File: src/rtl/div_share_arbiter_if.sv
// rtl/div_share_arbiter_if.sv - requester and divider signals of the shared-divider arbiter
interface div_share_arbiter_if #(
  parameter int NREQ  = 4,
  parameter int WIDTH = 8
);
  logic [NREQ-1:0]       req;
  logic [NREQ-1:0]       gnt;
  logic [NREQ-1:0]       done;
  logic [NREQ*WIDTH-1:0] a_in;
  logic [NREQ*WIDTH-1:0] b_in;
  logic [WIDTH-1:0]      res_q;
  logic [WIDTH-1:0]      res_r;
  logic                  res_err;
  logic                  div_start;
  logic [WIDTH-1:0]      div_a;
  logic [WIDTH-1:0]      div_b;
  logic                  div_ready;
  logic                  div_valid;
  logic [WIDTH-1:0]      div_q;
  logic [WIDTH-1:0]      div_r;

  modport slave (
    input  req, a_in, b_in, div_ready, div_valid, div_q, div_r,
    output gnt, done, res_q, res_r, res_err, div_start, div_a, div_b
  );

  modport master (
    output req, a_in, b_in, div_ready, div_valid, div_q, div_r,
    input  gnt, done, res_q, res_r, res_err, div_start, div_a, div_b
  );
endinterface

File: src/rtl/div_share_arbiter.sv
// rtl/div_share_arbiter.sv - round-robin sharing of one iterative divider among NREQ requesters
// Optional DIV_ZERO_BYPASS_EN answers b==0 locally without starting the divider.
module div_share_arbiter #(
  parameter int NREQ    = 4,
  parameter int WIDTH   = 8,
  parameter int TIMEOUT = 64
) (
  input logic                clk,
  input logic                rst,
  div_share_arbiter_if.slave bus
);
  localparam int PW = $clog2(NREQ);
  localparam int TW = $clog2(TIMEOUT) + 1;
`ifdef DIV_ZERO_BYPASS_EN
  localparam bit BYPASS = 1'b1;
`else
  localparam bit BYPASS = 1'b0;
`endif

  typedef enum logic [2:0] {IDLE, LAUNCH, WAIT_BUSY, WAIT_DONE, RESPOND} state_t;

  state_t           state, state_nxt;
  logic [PW-1:0]    ptr, win, sel, cand;
  logic             found;
  logic [WIDTH-1:0] sel_a, sel_b;
  logic [NREQ-1:0]  sel_hot;
  logic [TW-1:0]    tmo;
  logic [1:0]       bcnt;
  logic             verr;

  // First requesting index at or after ptr, wrapping modulo NREQ.
  always_comb begin
    found = 1'b0;
    sel   = '0;
    cand  = '0;
    for (int k = 0; k < NREQ; k++) begin
      cand = PW'((int'(ptr) + k) % NREQ);
      if (!found && bus.req[cand]) begin
        found = 1'b1;
        sel   = cand;
      end
    end
  end

  assign sel_a   = bus.a_in[int'(sel)*WIDTH +: WIDTH];
  assign sel_b   = bus.b_in[int'(sel)*WIDTH +: WIDTH];
  assign sel_hot = {{(NREQ-1){1'b0}}, 1'b1} << sel;

  always_ff @(posedge clk or posedge rst) begin
    if (rst) state <= IDLE;
    else     state <= state_nxt;
  end

  always_comb begin
    state_nxt = state;
    case (state)
      IDLE:      if (found && bus.div_ready)
                   state_nxt = (BYPASS && sel_b == '0) ? RESPOND : LAUNCH;
      LAUNCH:    state_nxt = WAIT_BUSY;
      WAIT_BUSY: if (!bus.div_ready)        state_nxt = WAIT_DONE;
                 else if (bcnt == 2'd3)     state_nxt = RESPOND;
      WAIT_DONE: if (bus.div_ready || tmo == TW'(TIMEOUT-1)) state_nxt = RESPOND;
      RESPOND:   state_nxt = IDLE;
      default:   state_nxt = IDLE;
    endcase
  end

  // done is raised on entry to RESPOND so it is high exactly during RESPOND.
  always_ff @(posedge clk or posedge rst) begin
    if (rst) begin
      bus.gnt       <= '0;
      bus.done      <= '0;
      bus.div_start <= 1'b0;
      bus.div_a     <= '0;
      bus.div_b     <= '0;
      bus.res_q     <= '0;
      bus.res_r     <= '0;
      bus.res_err   <= 1'b0;
      ptr           <= '0;
      win           <= '0;
      tmo           <= '0;
      bcnt          <= '0;
      verr          <= 1'b0;
    end else begin
      bus.div_start <= 1'b0;
      bus.done      <= '0;
      case (state)
        IDLE: if (state_nxt != IDLE) begin
          bus.gnt   <= sel_hot;
          win       <= sel;
          bus.div_a <= sel_a;
          bus.div_b <= sel_b;
          if (state_nxt == RESPOND) begin
            bus.res_q   <= '1;
            bus.res_r   <= sel_a;
            bus.res_err <= 1'b1;
            bus.done    <= sel_hot;
          end else begin
            bus.div_start <= 1'b1;
          end
        end
        LAUNCH: begin
          tmo  <= '0;
          bcnt <= '0;
        end
        WAIT_BUSY: begin
          if (!bus.div_ready) begin
            verr <= ~bus.div_valid;
          end else if (bcnt == 2'd3) begin
            bus.res_q   <= '0;
            bus.res_r   <= '0;
            bus.res_err <= 1'b1;
            bus.done    <= bus.gnt;
          end else begin
            bcnt <= bcnt + 2'd1;
          end
        end
        WAIT_DONE: begin
          tmo <= tmo + 1'b1;
          if (bus.div_ready) begin
            bus.res_q   <= bus.div_q;
            bus.res_r   <= bus.div_r;
            bus.res_err <= verr;
            bus.done    <= bus.gnt;
          end else if (tmo == TW'(TIMEOUT-1)) begin
            bus.res_q   <= '0;
            bus.res_r   <= '0;
            bus.res_err <= 1'b1;
            bus.done    <= bus.gnt;
          end
        end
        RESPOND: begin
          bus.gnt <= '0;
          ptr     <= (win == PW'(NREQ-1)) ? '0 : win + 1'b1;
        end
        default: ;
      endcase
    end
  end
endmodule
File: src/flat_wrapper.sv
// flat-port wrapper written by rule: the top's interface ports become plain ports
module div_share_arbiter_flat 
#(
  parameter int NREQ    = 4,
  parameter int WIDTH   = 8,
  parameter int TIMEOUT = 64
)
  (clk, rst, bus_req, bus_a_in, bus_b_in, bus_div_ready, bus_div_valid, bus_div_q, bus_div_r, bus_gnt, bus_done, bus_res_q, bus_res_r, bus_res_err, bus_div_start, bus_div_a, bus_div_b);
  div_share_arbiter_if #(.NREQ(NREQ), .WIDTH(WIDTH)) bus_i ();
  input logic clk;
  input logic rst;
  input wire logic [$bits(bus_i.req)-1:0] bus_req;
  input wire logic [$bits(bus_i.a_in)-1:0] bus_a_in;
  input wire logic [$bits(bus_i.b_in)-1:0] bus_b_in;
  input wire logic [$bits(bus_i.div_ready)-1:0] bus_div_ready;
  input wire logic [$bits(bus_i.div_valid)-1:0] bus_div_valid;
  input wire logic [$bits(bus_i.div_q)-1:0] bus_div_q;
  input wire logic [$bits(bus_i.div_r)-1:0] bus_div_r;
  output wire logic [$bits(bus_i.gnt)-1:0] bus_gnt;
  output wire logic [$bits(bus_i.done)-1:0] bus_done;
  output wire logic [$bits(bus_i.res_q)-1:0] bus_res_q;
  output wire logic [$bits(bus_i.res_r)-1:0] bus_res_r;
  output wire logic [$bits(bus_i.res_err)-1:0] bus_res_err;
  output wire logic [$bits(bus_i.div_start)-1:0] bus_div_start;
  output wire logic [$bits(bus_i.div_a)-1:0] bus_div_a;
  output wire logic [$bits(bus_i.div_b)-1:0] bus_div_b;
  assign bus_i.req = bus_req;
  assign bus_i.a_in = bus_a_in;
  assign bus_i.b_in = bus_b_in;
  assign bus_i.div_ready = bus_div_ready;
  assign bus_i.div_valid = bus_div_valid;
  assign bus_i.div_q = bus_div_q;
  assign bus_i.div_r = bus_div_r;
  assign bus_gnt = bus_i.gnt;
  assign bus_done = bus_i.done;
  assign bus_res_q = bus_i.res_q;
  assign bus_res_r = bus_i.res_r;
  assign bus_res_err = bus_i.res_err;
  assign bus_div_start = bus_i.div_start;
  assign bus_div_a = bus_i.div_a;
  assign bus_div_b = bus_i.div_b;
  div_share_arbiter #(.NREQ(NREQ), .WIDTH(WIDTH), .TIMEOUT(TIMEOUT)) u_core (.clk(clk), .rst(rst), .bus(bus_i));
endmodule
File: config.mk
export PLATFORM = sky130hd
export DESIGN_NAME = div_share_arbiter_flat
export DESIGN_NICKNAME = d
export VERILOG_FILES = /design/src/rtl/div_share_arbiter_if.sv /design/src/rtl/div_share_arbiter.sv /design/src/flat_wrapper.sv
export SDC_FILE = /design/constraint.sdc
export NUM_CORES = 1
export LEC_CHECK = 0
export CORE_UTILIZATION = 44
export DETAILED_ROUTE_END_ITERATION = 6
export GPL_TIMING_DRIVEN = 0
export PLACE_DENSITY = 0.82
export SLEW_MARGIN = 20
export SYNTH_ARGS = -nofsm -noshare
export SYNTH_HDL_FRONTEND = slang
export SYNTH_SLANG_ARGS = --single-unit
export TNS_END_PERCENT = 50
File: constraint.sdc
create_clock -name clk -period 3 [get_ports clk]
set_input_delay 0.6 -clock clk [delete_from_list [all_inputs] [get_ports clk]]
set_output_delay 0.6 -clock clk [all_outputs]
set_load 0.01 [all_outputs]
# After elaboration in Yosys (flattened, before gate mapping)

Index checks and enable logic that the tools add are counted.

Register bits: 59
Input port bits: 88
Output and inout port bits: 42
Word-level logic and storage cells: 118

$add $sub $neg: 6
Order comparisons: 4
Eq/ne operators: 14
Shifts and indexed selects: 3
Mux-type cells: 56
Bitwise gates (word level): 2
Reduce and logical (&&, ||, !) cells: 19

Operator list:

| kind                                               | number |
|---|---|
| two-way mux 8 bit                                  | 9 |
| indexed part select 32 x 6 -> 8 bit                | 2 |
| case mux 8 bit (3 select lines)                    | 2 |
| two-way mux 4 bit                                  | 7 |
| two-way mux 1 bit                                  | 17 |
| two-way mux 2 bit                                  | 7 |
| case mux 7 bit (2 select lines)                    | 1 |
| < comparator 2 x 3 -> 1 bit, second input constant | 4 |
| two-way mux 3 bit                                  | 4 |
| case mux 3 bit (4 select lines)                    | 1 |
| case mux 4 bit (3 select lines)                    | 1 |
| binary-select mux 1 bit (select 2 bit)             | 4 |
| case mux 4 bit (2 select lines)                    | 1 |
| adder 7 x 1 -> 7 bit, second input constant        | 1 |
| == test 7 x 6 -> 1 bit, second input constant      | 1 |
| adder 2 x 1 -> 2 bit, second input constant        | 3 |
| == test 3 x 2 -> 1 bit, second input constant      | 2 |
| == test 3 bit, second input constant               | 2 |
| != test 2 x 1 -> 1 bit, second input constant      | 3 |
| AND reduction 2 bit                                | 3 |
| AND reduction 6 bit                                | 1 |
| nonzero test 2 bit                                 | 3 |
| nonzero test 3 bit                                 | 2 |
| adder 2 bit, second input constant                 | 2 |
| other kinds (13)                                   | 21 |

# Depth between registers and ports, before layout

Depth in word-level cells: 19
Depth in mapped cells: 7
Mapped depth without buffers: 6

# Worst setup path before layout

Ideal clock, no wire load.

Path type: input-to-reg
Start: input bus_req[3]
End: register u_core.bus.div_a[0]
Setup time: 0.130 ns
Data arrival time: 1.770 ns
Data required time: 2.870 ns
Path slack: 1.100 ns
Cell stages on the path: 7
Buffers on the path: 2
Cell sequence: clkbuf_1 > or4_1 > nand4_1 > inv_1 > nand2_2 > buf_4 > o211ai_1

Cells in the longest elaborated chain, start to end: 17
Elaborated cells between the ends (all ways): 28
Classes of those cells: 1 x shift; 18 x mux; 9 x reduce/logical

Ends and longest elaborated chain:

| element                                 | RTL line                   | source |
|---|---|---|
| from (decl)                             | flat_wrapper.sv:12         | `input wire logic [$bits(bus_i.req)-1:0] bus_req;` |
| binary-select mux 1 bit (select 2 bit)  | div_share_arbiter.sv:38    | `if (!found && bus.req[cand]) begin` |
| two-way mux 1 bit (implied by the code) | div_share_arbiter.sv:38    |  |
| two-way mux 1 bit                       | div_share_arbiter.sv:38    |  |
| zero test 1 bit                         | div_share_arbiter.sv:38    |  |
| logical AND 1 bit                       | div_share_arbiter.sv:38    |  |
| two-way mux 1 bit                       | div_share_arbiter.sv:38    |  |
| zero test 1 bit                         | div_share_arbiter.sv:38    |  |
| logical AND 1 bit                       | div_share_arbiter.sv:38    |  |
| two-way mux 1 bit                       | div_share_arbiter.sv:38    |  |
| zero test 1 bit                         | div_share_arbiter.sv:38    |  |
| logical AND 1 bit                       | div_share_arbiter.sv:38    |  |
| two-way mux 1 bit                       | div_share_arbiter.sv:38    |  |
| logical AND 1 bit                       | div_share_arbiter.sv:57    | `IDLE: if (found && bus.div_ready)` |
| two-way mux 3 bit                       | div_share_arbiter.sv:57    |  |
| case mux 3 bit (4 select lines)         | div_share_arbiter.sv:56    | `case (state)` |
| nonzero test 3 bit                      | div_share_arbiter.sv:88    | `IDLE: if (state_nxt != IDLE) begin` |
| AND reduction 2 bit (no source line)    | n/a                        |  |
| to (signal assigned)                    | div_share_arbiter.sv:91    | `bus.div_a <= sel_a;` |
| to (decl)                               | div_share_arbiter_if.sv:24 | `output gnt, done, res_q, res_r, res_err, div_start, div_a, div_b` |

Parallel ways exist; a longest one is shown, timed or not. The select of a mux whose other input is x is not followed.
A chain may end at the register's enable or synchronous reset.

# Worst setup path after layout

Start: input bus_req[0]
End: register u_core.bus.div_a[3]

Same word-level chain as after synthesis.

==> impl_metrics.toml <==
[critical_path]
startpoint = "bus_req[0]"
crit_path_start_kind = "primary input"
slowest_stage = "or4_1"
cp_data_arrival_time_ns = 2.49
worstPathRequired_ns = 3.22
crit_type = "primary input to flop"
r2r-start = "u_core.state[2]$_DFF_PP0_"
crit_chain = "clkdlybuf4s50_1 -> or4_1 -> nand4_1 -> inv_1 -> nand2_2 -> buf_4 -> o211ai_1"
rr_worst_depth = 5
worstSetupEndpointType = "flop"
crit_fanout = 10
cp_slowest_stage_delay_ns = 0.59

[route]
route.detailed.drc = 0
drt-initial-drc-count = 174
first_pass_iters = 6
wl_per_cell_um = 15.75
antenna_left = 0
vias_per_cell = 5.636
routed-via-count = 3038
wl_um = 8490

[logic_synthesis]
synth.area.mux_share = 0.06169
syn_area_per_cell_um2 = 10.38
synth_fa_ha_area_frac = 0.01210
yosys_most_used_dff = "dfrtp_1"
synth_compound_area_frac = 0.2496
yosysUniqueCellTypes = 46
synthesis.nets = 390
synth_cells = 299
yosysTopAreaCell = "dfrtp_1"
yosysSeqAreaShare = 0.4758
synth_top_area_share = 0.4758
yosysWarningCount = 0
synth_edf_count = 0
ys_ff_latch = 59
netlist_area_um2 = 3103
synthSimpleGateAreaFrac = 0.1440
yosys-top-cells-area = "dfrtp_1, mux2i_1, a22o_1, o31ai_1, a211o_1"
synth_xor_area_frac = 0
ys_async_sr_fraction = 1.000
synth_top_family_by_area = "compound AO/OA/AOI/OAI gates"

[cells_and_area]
regArea_um2 = 1476
area_growth_pct = 52.46
multi_input_area_um2 = 1450
drive_above_1_share = 0.1016
nNetsFinal = 529
fillers = 542
antenna_cells = 0
design_area_um2 = 4731

[min_path]
worstHoldPathCells = 2
hold_path_class = "flop to flop"
worst_hold_startpoint = "u_core.tmo[1]$_DFFE_PP0P_"

[die]
num_rows = 30
die_y_um = 85.98
ios = 130
core_um2 = 6794
fp.dieArea_um2 = 7392
start_util = 0.4567
die_w_um = 85.98

[timing]
skew_ns = 0.009377
hold_viol_final = 0
fin_crit_sh = 0.7595
max_freq_mhz = 438.9
tightest_slew_ns = 0.7127
min_period_ns = 2.279
relSlewSlack = 0.5248
final.setup.tns_ns = 0
hold_slack_ns = 0.4982
setup-violations-final = 0
rsz0062_at_grt = "false"
fin_ws_ns = 0.7215
drv_slew = 0

[pwr]
power.leakage_nw = 2.010
power.total_mw = 3.941
power_density_nw_per_um2 = 833.1
ir_drop_mv = 0.3424

[global_route]
grt_pass1_wl_um = 13900
grt_pass1_vias = 3024
track_usage = 0.2378
grt_max_degree = 60
antenna_found_initial = 0
grt-ovfl-total = 0

[clock_network]
htreeDepth = 3
post_cts_resized = 0
clk_pin_slew_ns = 0.07
cts.sinks = 59
clk_latency_ns = 0.34
numCtsBuffers = 9
clockBufferDepth = 2
cts_setup_buffers = 0
cts_tree = "yes"
clock-root-buffer = "clkbuf_8"
cts_hold_buf = 0

[placed_design]
gp_congestion = 0.8236
post_dp_cell_area_um2 = 4507
place_ws_ns = 0.3463
numPortBuffers = 128
post-dp-hpwl_um = 6217

[outcome]
status = "complete, no violations"

[run]
cap_violations = 0
-- per-stage QoR --
stage | util | instances
after global routing | 0.6963 | 539
after floorplan | - | 299
after detailed placement | 0.6634 | 523
final | 0.6963 | 539
after global placement | 0.6630 | 523
after CTS | 0.6963 | 539
-- worst max-delay path, delay by kind of cell --
kind | cells | cell delay, ns
buffers and inverters | 3 | 0.80
and+or+nand+nor | 3 | 0.98
AOI/OAI and AO/OA | 1 | 0.11
-- layout make-up --
type,count,share of cell area
Buffer,23,0.03174
Clock buffer,9,0.02618
Clock inverter,7,0.02116
Inverter,7,0.006083
Multi-Input combinational cell,210,0.3065
Sequential cell,59,0.3121
Tap cell,96,0.02539
Timing Repair Buffer,128,0.2708
-- cell usage after synthesis, types with 2 or more instances --
library cell	count
dfrtp_1	59
nand2_1	33
o31ai_1	19
a22o_1	18
mux2i_1	18
nand4_1	18
a211o_1	16
o211ai_1	16
buf_2	10
o21ai_0	10
a21oi_1	7
inv_1	7
nand3_1	7
and2_1	6
nor2_1	5
buf_4	4
a21o_1	3
buf_6	3
ha_1	3
nand2b_1	3
nor2b_1	3
a32o_1	2
and3_1	2
clkbuf_1	2
clkbuf_2	2
nor2_2	2
or3_1	2
-- power breakdown --
group | switching (mW) | internal, mW | total (mW)
combinational | 0.859 | 0.962 | 1.82
clock | 0.337 | 0.473 | 0.810
sequential | 0.208 | 1.10 | 1.31
total | 1.40 | 2.54 | 3.94
-- logic make-up (layout without fill, tap and decap cells) --
family                   Yosys count  count (layout)
flip-flops                        59              59
multiplexers                      19              19
buffers and inverters             30             174
AND/OR/NAND/NOR                   87              87
adder cells (fa/ha/maj)            3               3
AO/OA/AOI/OAI                    101             101
-- cell usage in the layout (no fill, tap or decap), drive strengths merged, types with 3 or more instances in the layout --
cell	count
dfrtp	59
clkdlybuf4s50	128
buf	19
nor2	7
clkinv	4
nand4	18
nand2b	3
nand2	34
nand3	7
ha	3
a21o	3
nor2b	3
a22o	18
mux2i	18
inv	8
and2	6
o21ai	10
clkbuf	13
a21oi	8
o31ai	19
o211ai	16
a211o	16
-- path summary, 6_finish.rpt --
check / end / slack, ns
max: u_core.bus.div_a[3]$_DFFE_PP0P_ / 0.72
min: u_core.tmo[1]$_DFFE_PP0P_ / 0.50
max reg2reg: u_core.bus.res_q[3]$_DFFE_PP0P_ / 1.06
min reg2reg: u_core.tmo[1]$_DFFE_PP0P_ / 0.50
max in group asynchronous: u_core.state[1]$_DFF_PP0_ / 1.79
min in group asynchronous: u_core.bus.done[3]$_DFF_PP0_ / 0.74
-- flip-flops by register name, indices dropped and copies added, names as in the netlist, 2 cells and up --
register	cells
u_core.tmo	7
u_core.bus.done	4
u_core.ptr	2
u_core.bus.res_q	8
u_core.win	2
u_core.bus.gnt	4
u_core.bus.div_a	8
u_core.bus.div_b	8
u_core.bcnt	2
u_core.bus.res_r	8
u_core.state	3
-- layer usage --
| layer | vias to the layer above | share of wire | routed length, µm | track usage |
|---|---|---|---|---|
| li1 | 1416 | - | - | - |
| met5 | - | 0 | 0 | 0 |
| met1 | 1446 | 0.42 | 3533 | 0.3032 |
| met3 | 18 | 0.084 | 717 | 0.05197 |
| met2 | 158 | 0.48 | 4064 | 0.3882 |
| met4 | 0 | 0.021 | 175 | 0.1061 |
Note: power is estimated with default switching activity, not from simulation.
